## config.mk

```make
export PLATFORM = sky130hd
export DESIGN_NAME = matrix_window_ctrl
export DESIGN_NICKNAME = d
export VERILOG_FILES = /design/src/rtl/matrix_win_pkg.sv /design/src/rtl/sync_edge_det.sv /design/src/rtl/matrix_window_ctrl.sv
export SDC_FILE = /design/constraint.sdc
export NUM_CORES = 1
export LEC_CHECK = 0
export BUFFER_PORTS_ARGS = -buffer_cell sky130_fd_sc_hd__clkbuf_2
export CORE_AREA = 2 2 92 116
export CTS_CLUSTER_DIAMETER = 120
export DETAILED_ROUTE_END_ITERATION = 10
export DIE_AREA = 0 0 94 118
export GPL_TIMING_DRIVEN = 1
export PLACE_DENSITY = 0.52
export SLEW_MARGIN = 20
export SYNTH_ARGS = -nofsm -noshare
export SYNTH_HDL_FRONTEND = slang
export SYNTH_SLANG_ARGS = --single-unit
```

## constraint.sdc

```tcl
create_clock -name clk -period 2.65 [get_ports clk]
set_clock_uncertainty 0.15 [all_clocks]
set_input_delay 0.53 -clock clk [delete_from_list [all_inputs] [get_ports clk]]
set_output_delay 0.53 -clock clk [all_outputs]
set_load 0.01 [all_outputs]
```

## src/rtl/matrix_win_pkg.sv

```systemverilog
// matrix_win_pkg: shared types and constants for the 3x3 window sequencer
package matrix_win_pkg;
    typedef enum logic [1:0] {IDLE, LINE_GAP, ACTIVE, FLUSH} state_e;
    localparam int IMG_W_MAX_DEF = 2048;
    localparam int ADDR_W_DEF    = 11;
    localparam int ROW_W_DEF     = 11;
    localparam logic [1:0] SEL_FIRST = 2'd0;
    localparam logic [1:0] SEL_LAST  = 2'd2;
    function automatic logic [1:0] sel_next(input logic [1:0] s);
        return (s == SEL_LAST) ? SEL_FIRST : s + 2'd1;
    endfunction
endpackage

```

## src/rtl/sync_edge_det.sv

```systemverilog
// sync_edge_det: registered rise/fall detector with one cycle of latency
module sync_edge_det (
    input  logic clk,
    input  logic rst,
    input  logic sig_i,
    output logic rise_o,
    output logic fall_o
);
    logic sig_q, rise_q, fall_q;
    // remember the previous level and flag each transition one cycle later
    always_ff @(posedge clk or posedge rst) begin
        if (rst) begin
            sig_q  <= 1'b0;
            rise_q <= 1'b0;
            fall_q <= 1'b0;
        end else begin
            sig_q  <= sig_i;
            rise_q <= sig_i & ~sig_q;
            fall_q <= ~sig_i & sig_q;
        end
    end
    assign rise_o = rise_q;
    assign fall_o = fall_q;
endmodule

```

## src/rtl/matrix_window_ctrl.sv

```systemverilog
// matrix_window_ctrl: row/col sequencer for the 3x3 window generator; LINE_FLUSH_EN adds a flush pass that emits the last window row
module matrix_window_ctrl
    import matrix_win_pkg::*;
#(
    parameter int IMG_W_MAX = IMG_W_MAX_DEF,
    parameter int ADDR_W    = ADDR_W_DEF,
    parameter int ROW_W     = ROW_W_DEF
) (
    input  logic              clk,
    input  logic              rst,
    input  logic              per_frame_vsync,
    input  logic              per_frame_href,
    output logic              lb_wr_en,
    output logic [ADDR_W-1:0] lb_wr_addr,
    output logic [ADDR_W-1:0] lb_rd_addr,
    output logic [1:0]        lb_sel,
    output logic              win_valid,
    output logic              border_l,
    output logic              border_r,
    output logic              border_t,
    output logic              border_b,
    output logic [ADDR_W:0]   frame_width,
    output logic [ROW_W-1:0]  frame_height,
    output logic              geom_err
);
    localparam logic [ADDR_W:0]  COL_MAX = (ADDR_W + 1)'(IMG_W_MAX);
    localparam logic [ADDR_W:0]  COL_TWO = (ADDR_W + 1)'(2);
    localparam logic [ROW_W-1:0] ROW_TWO = ROW_W'(2);
    localparam logic [ROW_W-1:0] ROW_SAT = '1;

    state_e state_q, state_d;
    logic [ADDR_W:0] col_q, col_d, fw_q, fw_d;
    logic [ROW_W-1:0] row_q, row_d, fh_q, fh_d;
    logic [1:0] sel_q, sel_d;
    logic err_q, err_d, valid_q, valid_d;
    logic bl_q, bl_d, br_q, br_d, bt_q, bt_d, bb_q, bb_d;
    logic vs_rise, vs_fall, hr_fall, href_rise_unused;
    logic in_line, pix, ovf, line_end, flush, flush_start, flush_end;

    sync_edge_det u_vs (.clk(clk), .rst(rst), .sig_i(per_frame_vsync), .rise_o(vs_rise), .fall_o(vs_fall));
    sync_edge_det u_hr (.clk(clk), .rst(rst), .sig_i(per_frame_href), .rise_o(href_rise_unused), .fall_o(hr_fall));

`ifndef LINE_FLUSH_EN
    logic unused_vs_fall;
    assign unused_vs_fall = vs_fall;
`endif

    // state register
    always_ff @(posedge clk or posedge rst) begin
        if (rst) state_q <= IDLE;
        else     state_q <= state_d;
    end

    // next state: frame start overrides everything, then flush bounds, then line boundaries
    always_comb begin
        state_d = vs_rise ? LINE_GAP :
                  flush_end ? IDLE :
                  flush_start ? FLUSH :
                  line_end ? LINE_GAP :
                  (state_q == LINE_GAP && per_frame_href) ? ACTIVE : state_q;
    end

    // state decoded strobes; the first pixel of a line lands while still in LINE_GAP
    always_comb begin
        in_line  = (state_q == LINE_GAP) || (state_q == ACTIVE);
        pix      = in_line & per_frame_href;
        ovf      = pix & (col_q == COL_MAX);
        lb_wr_en = pix & ~ovf;
        line_end = (state_q == ACTIVE) & hr_fall;
`ifdef LINE_FLUSH_EN
        flush       = state_q == FLUSH;
        flush_start = (state_q == LINE_GAP) & vs_fall & (row_q >= ROW_TWO) & (fw_q != '0);
        flush_end   = flush & (col_q == fw_q - 1'b1);
`else
        flush       = 1'b0;
        flush_start = 1'b0;
        flush_end   = 1'b0;
`endif
    end

    // counters, ring select, geometry and window flags
    always_comb begin
        col_d   = (vs_rise | line_end | flush_end) ? '0 : ((pix & ~ovf) | flush) ? col_q + 1'b1 : col_q;
        row_d   = vs_rise ? '0 : (line_end && row_q != ROW_SAT) ? row_q + 1'b1 : row_q;
        sel_d   = vs_rise ? SEL_FIRST : line_end ? sel_next(sel_q) : sel_q;
        fw_d    = (~vs_rise & line_end & (row_q == '0)) ? col_q : fw_q;
        fh_d    = vs_rise ? row_q : fh_q;
        err_d   = vs_rise ? 1'b0 : err_q | ovf | (line_end & (row_q != '0) & (col_q != fw_q));
        valid_d = ~vs_rise & (col_q >= COL_TWO) & ((pix & (row_q >= ROW_TWO)) | flush);
        bt_d    = valid_d & (row_q == ROW_TWO);
        bl_d    = valid_d & (col_q == COL_TWO);
        br_d    = valid_d & (row_q != '0) & (col_q == fw_q - 1'b1);
        bb_d    = valid_d & flush;
    end

    // datapath registers
    always_ff @(posedge clk or posedge rst) begin
        if (rst) begin
            col_q   <= '0;
            row_q   <= '0;
            sel_q   <= SEL_FIRST;
            fw_q    <= '0;
            fh_q    <= '0;
            err_q   <= 1'b0;
            valid_q <= 1'b0;
            bt_q    <= 1'b0;
            bl_q    <= 1'b0;
            br_q    <= 1'b0;
            bb_q    <= 1'b0;
        end else begin
            col_q   <= col_d;
            row_q   <= row_d;
            sel_q   <= sel_d;
            fw_q    <= fw_d;
            fh_q    <= fh_d;
            err_q   <= err_d;
            valid_q <= valid_d;
            bt_q    <= bt_d;
            bl_q    <= bl_d;
            br_q    <= br_d;
            bb_q    <= bb_d;
        end
    end

    assign lb_wr_addr   = col_q[ADDR_W-1:0];
    assign lb_rd_addr   = col_q[ADDR_W-1:0];
    assign lb_sel       = sel_q;
    assign win_valid    = valid_q;
    assign border_t     = bt_q;
    assign border_l     = bl_q;
    assign border_r     = br_q;
    assign border_b     = bb_q;
    assign frame_width  = fw_q;
    assign frame_height = fh_q;
    assign geom_err     = err_q;
endmodule

```

Yosys cells after proc, flatten, opt, wreduce, memory -nomap -nowiden
Cells that the tools add are included.
{"block": "totals", "register_bits": 59, "in_bits": 4, "output_inout_bits": 54, "wordCells": 74}
{"block": "classes", "n_addsub": 4, "magnitude_cmp": 2, "eq_ne": 9, "muxes": 11, "bitwise": 24, "reduce_logical": 9}
{"operator": "$mux W12", "n": 2}
{"operator": "$mux W11", "n": 2}
{"operator": "$and A1 B1 Y1", "n": 17}
{"operator": "$add A12 B1 Y12 const B", "n": 1}
{"operator": "$eq A12 B12 Y1", "n": 1}
{"operator": "$eq A12 B12 Y1 const B", "n": 1}
{"operator": "$eq A12 B2 Y1 const B", "n": 1}
{"operator": "$ge A12 B2 Y1 const B", "n": 1}
{"operator": "$mux W2", "n": 6}
{"operator": "$ne A12 B12 Y1", "n": 1}
{"operator": "$sub A12 B1 Y12 const B", "n": 1}
{"operator": "$add A11 B1 Y11 const B", "n": 1}
{"operator": "$eq A11 B2 Y1 const B", "n": 1}
{"operator": "$ge A11 B2 Y1 const B", "n": 1}
{"operator": "$logic_not A11 Y1", "n": 1}
{"operator": "$ne A11 B11 Y1 const B", "n": 1}
{"operator": "$reduce_bool A11 Y1", "n": 1}
{"operator": "$reduce_bool A2 Y1", "n": 3}
{"operator": "$eq A2 B2 Y1 const B", "n": 2}
{"operator": "$not A1 Y1", "n": 4}
{"operator": "$or A1 B1 Y1", "n": 3}
{"operator": "$reduce_bool A3 Y1", "n": 1}
{"operator": "$add A2 B1 Y2 const B", "n": 1}
{"operator": "$eq A2 B1 Y1 const B", "n": 1}
{"operator": "3 further kinds", "n": 4}

Depth between registers and ports, before layout
Gate-level depths: netlist of run 1.
{"block": "depth", "word_depth": 8, "depth_mapped": 8, "ltp_nobuf": 7}

By module
A second synthesis of run 1 with hierarchy kept.
{"block": "hier_totals", "hier_cells": 323, "hier_area_um2": 3389.5}
{"mod": "matrix_window_ctrl", "instances": 1, "cells_each": 311, "area_per_inst_um2": 3201.8, "seq_area_each_um2": 1376.3}
{"mod": "sync_edge_det", "instances": 2, "cells_each": 6, "area_per_inst_um2": 93.8, "seq_area_each_um2": 75.1}

Least setup slack after synthesis of run 1
OpenSTA, ideal clock, no wires.
{"block": "synth_path", "kind": "flip-flop to flip-flop", "startpoint": "register fw_q[2], in the netlist frame_width[2]", "endpoint": "register br_q, in the netlist border_r", "setup_ns": 0.068, "arrival_time_ns": 1.989, "t_required_ns": 2.432, "setup_slack_ns": 0.443, "path_stages_with_launch": 7, "path_buffers": 1, "synth_period_minus_slack_ns": 2.207, "path_cell_list": "dfrtp_1 > buf_6 > or4_4 > nor4_4 > mux2_1 > o211ai_1 > and4bb_1"}
{"block": "synth_via", "elab_chain_cells": 3}
{"item": "start, declared", "line_no": "matrix_window_ctrl.sv:32", "source": "logic [ADDR_W:0] col_q, col_d, fw_q, fw_d;"}
{"item": "start signal, assigned", "line_no": "matrix_window_ctrl.sv:114", "source": "fw_q <= fw_d;"}
{"item": "$sub A12 B1 Y12", "line_no": "matrix_window_ctrl.sv:92", "source": "br_d = valid_d & (row_q != '0) & (col_q == fw_q - 1'b1);"}
{"item": "$eq A12 B12 Y1", "line_no": "matrix_window_ctrl.sv:92"}
{"item": "$and A1 B1 Y1", "line_no": "matrix_window_ctrl.sv:92"}
{"item": "net br_d", "line_no": "matrix_window_ctrl.sv:36", "source": "logic bl_q, bl_d, br_q, br_d, bt_q, bt_d, bb_q, bb_d;"}
{"item": "end signal, assigned", "line_no": "matrix_window_ctrl.sv:120", "source": "br_q <= br_d;"}
{"item": "end, declared", "line_no": "matrix_window_ctrl.sv:36"}
The timed path passes the listed nets, and every way through them passes these cells.
A chain may end at the register's enable or synchronous reset.

Final worst setup path of run 1
{"block": "layout_path", "startpoint": "register state_q[0]", "endpoint": "output port lb_wr_en"}
{"block": "layout_via", "elab_chain_cells": 6, "word_cells_on_any_way": 7, "cone_classes": "eq/ne: 2; bitwise: 4; reduce/logical: 1"}
{"item": "start, declared", "line_no": "matrix_window_ctrl.sv:31", "source": "state_e state_q, state_d;"}
{"item": "start signal, assigned", "line_no": "matrix_window_ctrl.sv:51", "source": "else state_q <= state_d;"}
{"item": "$eq A2 B1 Y1 or $eq A2 B2 Y1 (tied branches)", "line_no": "matrix_window_ctrl.sv:65", "source": "in_line = (state_q == LINE_GAP) || (state_q == ACTIVE);"}
{"item": "$logic_or A1 B1 Y1 (*)", "line_no": "matrix_window_ctrl.sv:65"}
{"item": "$and A1 B1 Y1 (*)", "line_no": "matrix_window_ctrl.sv:66", "source": "pix = in_line & per_frame_href;"}
{"item": "$and A1 B1 Y1", "line_no": "matrix_window_ctrl.sv:67", "source": "ovf = pix & (col_q == COL_MAX);"}
{"item": "$not A1 Y1", "line_no": "matrix_window_ctrl.sv:68", "source": "lb_wr_en = pix & ~ovf;"}
{"item": "$and A1 B1 Y1 (*)", "line_no": "matrix_window_ctrl.sv:68"}
{"item": "end, declared", "line_no": "matrix_window_ctrl.sv:13", "source": "output logic lb_wr_en,"}
Every way passes the cells marked *; elsewhere a longest branch is shown, timed or not.

==> results by stage, run 1 <==
Run status:
- The run finished with clean final reports.

CTS:
- The number of buffers created by CTS is 9.
- The clock sink count is 59.
- In this run, post-CTS repair resized a total of 0 instances.
- The cell chosen for the clock root is sky130_fd_sc_hd__clkbuf_16.
- After clock tree synthesis, the clock-pin slew on the worst setup and hold paths is 0.05 ns.
- The longest clock path from root to sink contains 2 buffers.
- The clock insertion delay at the later pin of the skew report is 0.32 ns.
- TritonCTS built the clock tree.
- Once the clock tree was built, the setup fixing pass inserted 0 buffers.
- The maximum level of the CTS H-tree is 3.
- Buffers inserted to repair hold after CTS numbered 0.

Yosys:
- In the synthesized netlist the dominant register cell turns out to be sky130_fd_sc_hd__dfrtp_1.
- For this run, asynchronously set or reset flops after synthesis account for 1.00.
- The cell type with the highest aggregate area in the netlist is sky130_fd_sc_hd__dfrtp_1.
- The total number of yosys warnings is 0.
- The post-synthesis sequential area ratio is 0.435.
- After synthesis, the cell types taking the most area are sky130_fd_sc_hd__dfrtp_1 (43%), sky130_fd_sc_hd__xor2_1 (6.7%), sky130_fd_sc_hd__mux2_2 (6.3%).
- The average instance in the mapped netlist occupies 10.0 um2.
- The synthesized netlist cell count is 338.
- The share of synthesized area in the top cell type comes to 0.435.
- The netlist area before placement is 3400 um2.
- The number of synthesized flops with an enable pin is 0.
- Synthesis produced a netlist with a net count of 351.
- Synthesis inferred 59 register bits.
- The number of different library cells used by synthesis comes to 54.

Pwr:
- Summed over all cells, the static leakage comes to 2.03 nW.
- The worst-case IR drop observed on VDD is 305 uV.
- Dividing total power by cell area gives a power density of 743 nW/um2.

Flow run:
- The max-capacitance violation count is 0.

Route:
- For this run, design rule violations remaining after detail routing come to 0.
- The average wire per cell in the routed design is 15.1 um.
- The remaining number of nets flagged by the antenna check after routing is 0.
- The violation count after the first detailed-route iteration is 104.
- The routed design has 7720 um of wire.
- The total number of vias is 2581.
- The first detailed-routing pass ran for 4 iterations.
- After detailed routing, the number of vias per cell comes to 5.04.

Cells and area:
- In the final layout, the share of cells above drive strength 1 is 0.292.
- The library cells used most frequently in the layout, excluding fill and tap cells, are sky130_fd_sc_hd__dfrtp_1 (59), sky130_fd_sc_hd__clkbuf_2 (56), sky130_fd_sc_hd__nor2_1 (34).
- The commonest non-fill, non-tap cell in the layout is sky130_fd_sc_hd__dfrtp_1.
- The post-layout instance area is 4000 um2.
- Relative to the synthesized area, the layout overhead comes to 17.9%.
- At the end of the flow, the number of nets in the layout was 391.
- The number of antenna diodes in the final layout is 0.
- The count of cells in the finished layout, fillers not included, comes to 512.

Placement:
- The pre-CTS setup slack is 0.425 ns.
- The total placed cells including tap cells is 496.
- The detailed-placement wirelength estimate is 5640 um.
- The congestion estimate from routability-driven global placement came to 0.823.
- The placed instances occupy a cell area of 3690 um2.
- Input and output buffers added on the ports amount to 56.

Worst setup path:
- The worst setup path is of the flop to output port kind.
- The critical path endpoint category is an output port.
- The required time of the worst setup path is 1.97 ns.
- The largest driver fanout on the critical path is 5.
- The signal on the critical path passes through inv_1 -> ha_1 -> nand2b_1 -> buf_4 -> a41oi_2 -> clkbuf_2.
- In this run the register-to-register setup slack is 0.42 ns.
- At the worst endpoint, the arrival time is 1.72 ns.
- The stage delay of the slowest cell on the critical path is 0.37 ns.
- The worst setup path is launched from a flop.
- The cell with the largest stage delay on the worst path is sky130_fd_sc_hd__dfrtp_1.

STA:
- The ratio of final minimum period to clock period is 0.906.
- The smallest hold slack is 0.0742 ns.
- The transition time at the pin with the least slew margin is 0.711 ns.
- The maximum achievable frequency is 417 MHz.
- Setup violations remaining at the end of the flow were counted as 0.
- The relative slew slack is 0.522.
- The worst-case setup margin in the final layout is 0.249 ns.
- Summed over all failing endpoints, the final setup total negative slack is 0 ns.
- The final count of hold timing violations is 0.
- The number of max-slew violations in the final report is 0.
- Setup repair after global routing left no endpoint under its margin.
- The minimum clock period is 2.40 ns.

Worst hold path:
- The class of the worst hold path is primary input to asynchronous set/reset pin.

Floorplanning:
- The die area is 11100 um2.
- Pin placement for this block handled 58 I/O pins.
- In this run the vertical extent of the chip is 118 um.
- The floorplan step set the die width to 94 um.
- In this run the standard cell core region covers 10000 um2.
- In this run the core area contains 41 standard-cell rows.
- The initial core utilization is 0.339.

Global routing:
- The number of antenna violations at the first check in global routing is 0.
- met2 is the most crowded layer.
- The total congestion overflow is 0.
- The global routing usage on met2 is 0.244.
- The pin count of the biggest net entering global routing is 37.
- The via count of the first global-routing pass was 2523.
- In the global route stage, met3 resource usage came out at 0.0346.
- The total track usage is 0.148.
- The wire length of the first global-routing pass is 12800 um.
- The met1 usage in global routing is 0.183.
## cells by family (layout without fill, tap and decap cells)
logic type | count (synthesis) | after routing | synth area share
buffers and inverters | 53 | 98 | 0.0899
flip-flops | 59 | 59 | 0.435
XOR/XNOR | 35 | 35 | 0.0903
adder cells (fa/ha/maj) | 9 | 9 | 0.0332
AND/OR/NAND/NOR | 130 | 130 | 0.218
other | 1 | 1 | 0.00110
multiplexers | 22 | 22 | 0.0722
AO/OA/AOI/OAI | 29 | 29 | 0.0604
## Yosys cell counts (2+ instances only)
master / count
sky130_fd_sc_hd__dfrtp_1: 59
sky130_fd_sc_hd__nor2_1: 34
sky130_fd_sc_hd__xor2_1: 26
sky130_fd_sc_hd__buf_4: 24
sky130_fd_sc_hd__mux2_2: 19
sky130_fd_sc_hd__nand2_1: 17
sky130_fd_sc_hd__nand3_1: 14
sky130_fd_sc_hd__clkbuf_1: 13
sky130_fd_sc_hd__inv_1: 12
sky130_fd_sc_hd__nand4_1: 12
sky130_fd_sc_hd__ha_1: 9
sky130_fd_sc_hd__xnor2_1: 9
sky130_fd_sc_hd__and3_1: 8
sky130_fd_sc_hd__nor3_1: 7
sky130_fd_sc_hd__a21oi_1: 6
sky130_fd_sc_hd__nor4_1: 5
sky130_fd_sc_hd__o21ai_0: 5
sky130_fd_sc_hd__and2_1: 4
sky130_fd_sc_hd__nand2b_1: 4
sky130_fd_sc_hd__a31oi_1: 3
sky130_fd_sc_hd__nand4b_1: 3
sky130_fd_sc_hd__nor3b_1: 3
sky130_fd_sc_hd__a211oi_1: 2
sky130_fd_sc_hd__a21boi_0: 2
sky130_fd_sc_hd__a21o_1: 2
sky130_fd_sc_hd__and4_1: 2
sky130_fd_sc_hd__buf_6: 2
sky130_fd_sc_hd__mux2i_1: 2
sky130_fd_sc_hd__nand3b_1: 2
sky130_fd_sc_hd__nor2b_1: 2
sky130_fd_sc_hd__nor4_2: 2
sky130_fd_sc_hd__or4b_1: 2
## metal layers
metal | vias up | wire, um
li1 | 1234 | -
met1 | 1270 | 3260
met2 | 65 | 3980
met3 | 12 | 341
met4 | 0 | 141
met5 | - | 0
## worst max-delay path: cells and delay by family, from the launching register on
kind | cells | cell delay [ns]
AO/OA/AOI/OAI | 1 | 0.20
adder cells (fa/ha/maj) | 1 | 0.27
buffers and inverters | 3 | 0.39
flip-flops | 1 | 0.37
AND/OR/NAND/NOR | 1 | 0.17
## power breakdown
| group | switching [W] | internal [W] | leakage [nW] |
|---|---|---|---|
| Clock | 0.000399 | 0.000815 | 0.156 |
| Sequential | 0.0000577 | 0.000962 | 0.809 |
| Combinational | 0.000410 | 0.000331 | 1.06 |
## metrics by stage
step | total power, W | utilization
final | 0.00297 | 0.400
after global routing | 0.00314 | 0.400
after CTS | 0.00302 | 0.400
after detailed placement | 0.00178 | 0.369
after global placement | 0.00177 | 0.369
after floorplan | 0.00158 | -
## sequential cells by signal, summed over array words and instances (netlist names)
| register | cells |
|---|---|
| border_r | 1 |
| u_vs.sig_q | 1 |
| frame_height | 11 |
| u_vs.rise_o | 1 |
| border_l | 1 |
| state_q | 2 |
| col_q | 12 |
| geom_err | 1 |
| border_t | 1 |
| u_hr.sig_q | 1 |
| u_hr.fall_o | 1 |
| row_q | 11 |
| frame_width | 12 |
| lb_sel | 2 |
| win_valid | 1 |
## cell type report
cell class,instances,area (um2)
Inverter,12,45.0
Tap cell,129,161
Multi-Input combinational cell,226,1610
Sequential cell,59,1480
Fill cell,1040,6000
Clock buffer,10,229
Timing Repair Buffer,70,398
Clock inverter,6,80.1
## final timing paths
| check | cells after the start | to | from |
|---|---|---|---|
| worst min register to register | 1 | u_vs.rise_o | u_vs.sig_q |
| worst max register to register | 5 | border_r | frame_width[0] |
| max in group asynchronous | 3 | col_q[9] | rst |
| min in group clk | 1 | u_vs.sig_q | per_frame_vsync |
| worst max-delay path | 6 | lb_wr_en | state_q[0] |
| worst min-delay path | 2 | frame_height[6] | rst |
Power figures use the tool's default switching activity.
==> inputs of run 2 (changes only) <==
--- a/config.mk
+++ b/config.mk
@@ -12,6 +12,7 @@
 export DIE_AREA = 0 0 94 118
 export GPL_TIMING_DRIVEN = 1
 export PLACE_DENSITY = 0.52
+export REMOVE_ABC_BUFFERS = 1
 export SLEW_MARGIN = 20
 export SYNTH_ARGS = -nofsm -noshare
 export SYNTH_HDL_FRONTEND = slang
==> results by stage, run 2 (synthesized netlist as in run 1, its figures left out) <==
Run status:
- The run finished with clean final reports.

CTS:
- The maximum buffer depth of the clock tree is 2 (unchanged).
- The number of buffers created by CTS was 9 (unchanged).
- The clock transition at the register clock pins on the worst setup and hold paths after CTS is 0.05 ns (about the same).
- The maximum level of the CTS H-tree was 3 (unchanged).
- The number of cells upsized or downsized after cts is 0 (unchanged).
- The clock insertion delay at the later pin of the skew report came to 0.32 ns (about the same).
- TritonCTS built the clock tree.
- The tree is rooted in a sky130_fd_sc_hd__clkbuf_16.
- The cts-stage hold buffer count is 0 (unchanged).
- The post-CTS setup-driven buffer insertion count is 0 (unchanged).
- The clock sink count is 59 (unchanged).

Worst setup path:
- The data arrival time of the worst path is 1.72 ns (about the same).
- The largest driver fanout on the critical path came to 9 (+4).
- Traced cell by cell, the critical path runs through inv_1 -> ha_1 -> and2_1 -> a41oi_2 -> clkbuf_2.
- The cell with the largest stage delay on the worst path is sky130_fd_sc_hd__dfrtp_1.
- The critical path endpoint category is an output port.
- The stage delay of the slowest cell on the critical path came to 0.56 ns (+0.19 ns).
- The startpoint kind of the worst setup timing path is a flop.
- The critical path is of the flop to output port type.
- The required time of the worst setup path was 1.97 ns (about the same).
- The number of cells on the worst reg-to-reg path came to 7 (+2).
- The cell family contributing the most delay on the critical path is flip-flops.
- The buffers plus inverters on the worst setup path is 2 (-1).
- The count of cell instances traversed by the critical path is 5 (-1).

Cells and area:
- The number of nets in the final layout was 384 (-1.8%).
- The number of inserted diodes is 0 (unchanged).
- The library cells used most frequently in the layout, excluding fill and tap cells, are sky130_fd_sc_hd__dfrtp_1 (59), sky130_fd_sc_hd__clkbuf_2 (56), sky130_fd_sc_hd__nor2_1 (34).
- The post-layout instance area is 3950 um2 (-1.3%).
- The area added between synthesis and finish is 16.3%.
- The commonest non-fill, non-tap cell in the layout is sky130_fd_sc_hd__dfrtp_1.
- The fraction of layout instances using a drive strength above 1 is 0.277 (-0.0151).
- The number of inserted filler cells in the final layout is 1041 (+0.096%).

Global routing:
- The wire length of the first global-routing pass is 12600 um (-1.5%).
- The number of antenna violations at the first check in global routing is 0 (unchanged).
- The total congestion overflow is 0 (unchanged).
- The pin count of the biggest net entering global routing came to 38 (+2.7%).
- The total track usage is 0.145 (-0.00285).
- The via count of the first global-routing pass is 2489 (-1.3%).

Placement:
- The placement-stage cell area is 3640 um2 (-1.4%).
- The final estimated routing congestion in global placement was 0.776 (-5.6%).
- The pre-CTS setup slack is 0.373 ns (-0.0527 ns).
- The detailed-placement wirelength estimate came to 5370 um (-4.7%).
- The number of buffers inserted by port buffering is 56 (unchanged).

Route:
- The via-per-instance ratio is 5.00 (-0.81%).
- The violation count after the first detailed-route iteration is 61 (-41%).
- The total number of vias was 2520 (-2.4%).
- The number of iterations in the first detailed-routing pass is 4 (unchanged).
- The final wirelength was 7570 um (-1.9%).
- The remaining number of nets flagged by the antenna check after routing is 0 (unchanged).
- The average wire per cell in the routed design was 15.0 um (-0.35%).
- The post-detailed-route DRC marker count is 0 (unchanged).

Floorplanning:
- The width of the chip is 94 um (unchanged).
- The number of primary I/O pins came to 58 (unchanged).
- The height of the chip is 118 um (unchanged).
- The initial core utilization is 0.339 (unchanged).
- The placeable core region came to 10000 um2 (unchanged).
- The die area is 11100 um2 (unchanged).
- The number of cell rows is 41 (unchanged).

Pwr:
- The total power density per cell area is 746 nW/um2 (+0.34%).
- The static leakage power is 1.99 nW (-1.9%).
- The peak supply drop is 479 uV (+57%).
- The sum of internal, switching and leakage power came to 0.00294 W (-1.0%).

STA:
- The worst-case setup margin in the final layout is 0.247 ns (-0.00185 ns).
- The number of endpoints failing setup at the final stage is 0 (unchanged).
- The transition time at the pin with the least slew margin came to 0.639 ns (-0.0719 ns).
- The ratio of final minimum period to clock period came to 0.907 (about the same).
- Setup repair after global routing left no endpoint under its margin.
- The number of max-slew violations in the final report is 0 (unchanged).
- The summed negative setup slack over all endpoints came to 0 ns (unchanged).
- The minimum clock period is 2.40 ns (+0.00185 ns).
- The relative slew slack was 0.568 (+0.0463).
- The maximum achievable frequency is 416 MHz (about the same).
- The final count of hold timing violations was 0 (unchanged).

Worst hold path:
- The tightest min-delay check is of the primary input to asynchronous set/reset pin type.

Flow run:
- The max-capacitance violation count is 0 (unchanged).
==> run 2: cell types whose count changed in the layout (fill, tap and decap cells not counted), sizes merged <==
cell    delta
buf        -7
clkinv     -1
==> run 2: stage by stage <==
stage                     cells   util  hold slack [ns]
after floorplan             297      -            0.228
after global placement      489  0.364            0.236
final                       504  0.395           0.0796
after global routing        504  0.395            0.131
after detailed placement    489  0.364            0.241
after CTS                   504  0.395           0.0995
==> run 2: power by group <==
group | internal [W] | switching, W | leakage [nW]
Clock | 0.000815 | 0.000403 | 0.152
Combinational | 0.000300 | 0.000379 | 1.03
Sequential | 0.000961 | 0.0000863 | 0.809
Total | 0.00208 | 0.000868 | 1.99
==> run 2: worst register-to-register path, cell delays in order (launching register included) <==
cell and delay, ns:
sky130_fd_sc_hd__dfrtp_1 0.44, sky130_fd_sc_hd__inv_1 0.10, sky130_fd_sc_hd__ha_1 0.20, sky130_fd_sc_hd__nor4b_1 0.55
sky130_fd_sc_hd__a31oi_1 0.16, sky130_fd_sc_hd__a22o_1 0.25, sky130_fd_sc_hd__o21ai_0 0.16, sky130_fd_sc_hd__and4bb_1 0.21
==> run 2: metal layers <==
metal,GRT usage,up-vias,part of all wire
li1,-,1218,-
met1,0.185,1232,0.45
met2,0.236,59,0.49
met3,0.0250,11,0.041
met4,0.0661,0,0.021
met5,0,-,0
==> run 2: cell type report <==
class                      count  area, um2  area share
timing repair buffer          63        345      0.0874
clock buffer                  10        229      0.0580
tap                          129        161      0.0409
inverter                      12       45.0      0.0114
clock inverter                 5       78.8      0.0200
sequential                    59       1480       0.374
multi-input combinational    226       1610       0.409
==> run 2: path summary, 6_finish.rpt <==
path | from | endpoint | slack, ns
worst max-delay path | col_q[0] | lb_wr_en | 0.25
worst min-delay path | rst | frame_height[6] | 0.08
worst max register to register | frame_width[0] | border_r | 0.36
worst min register to register | u_vs.sig_q | u_vs.rise_o | 0.24
max in group asynchronous | rst | frame_width[1] | 1.70
min in group clk | per_frame_vsync | u_vs.sig_q | 0.18
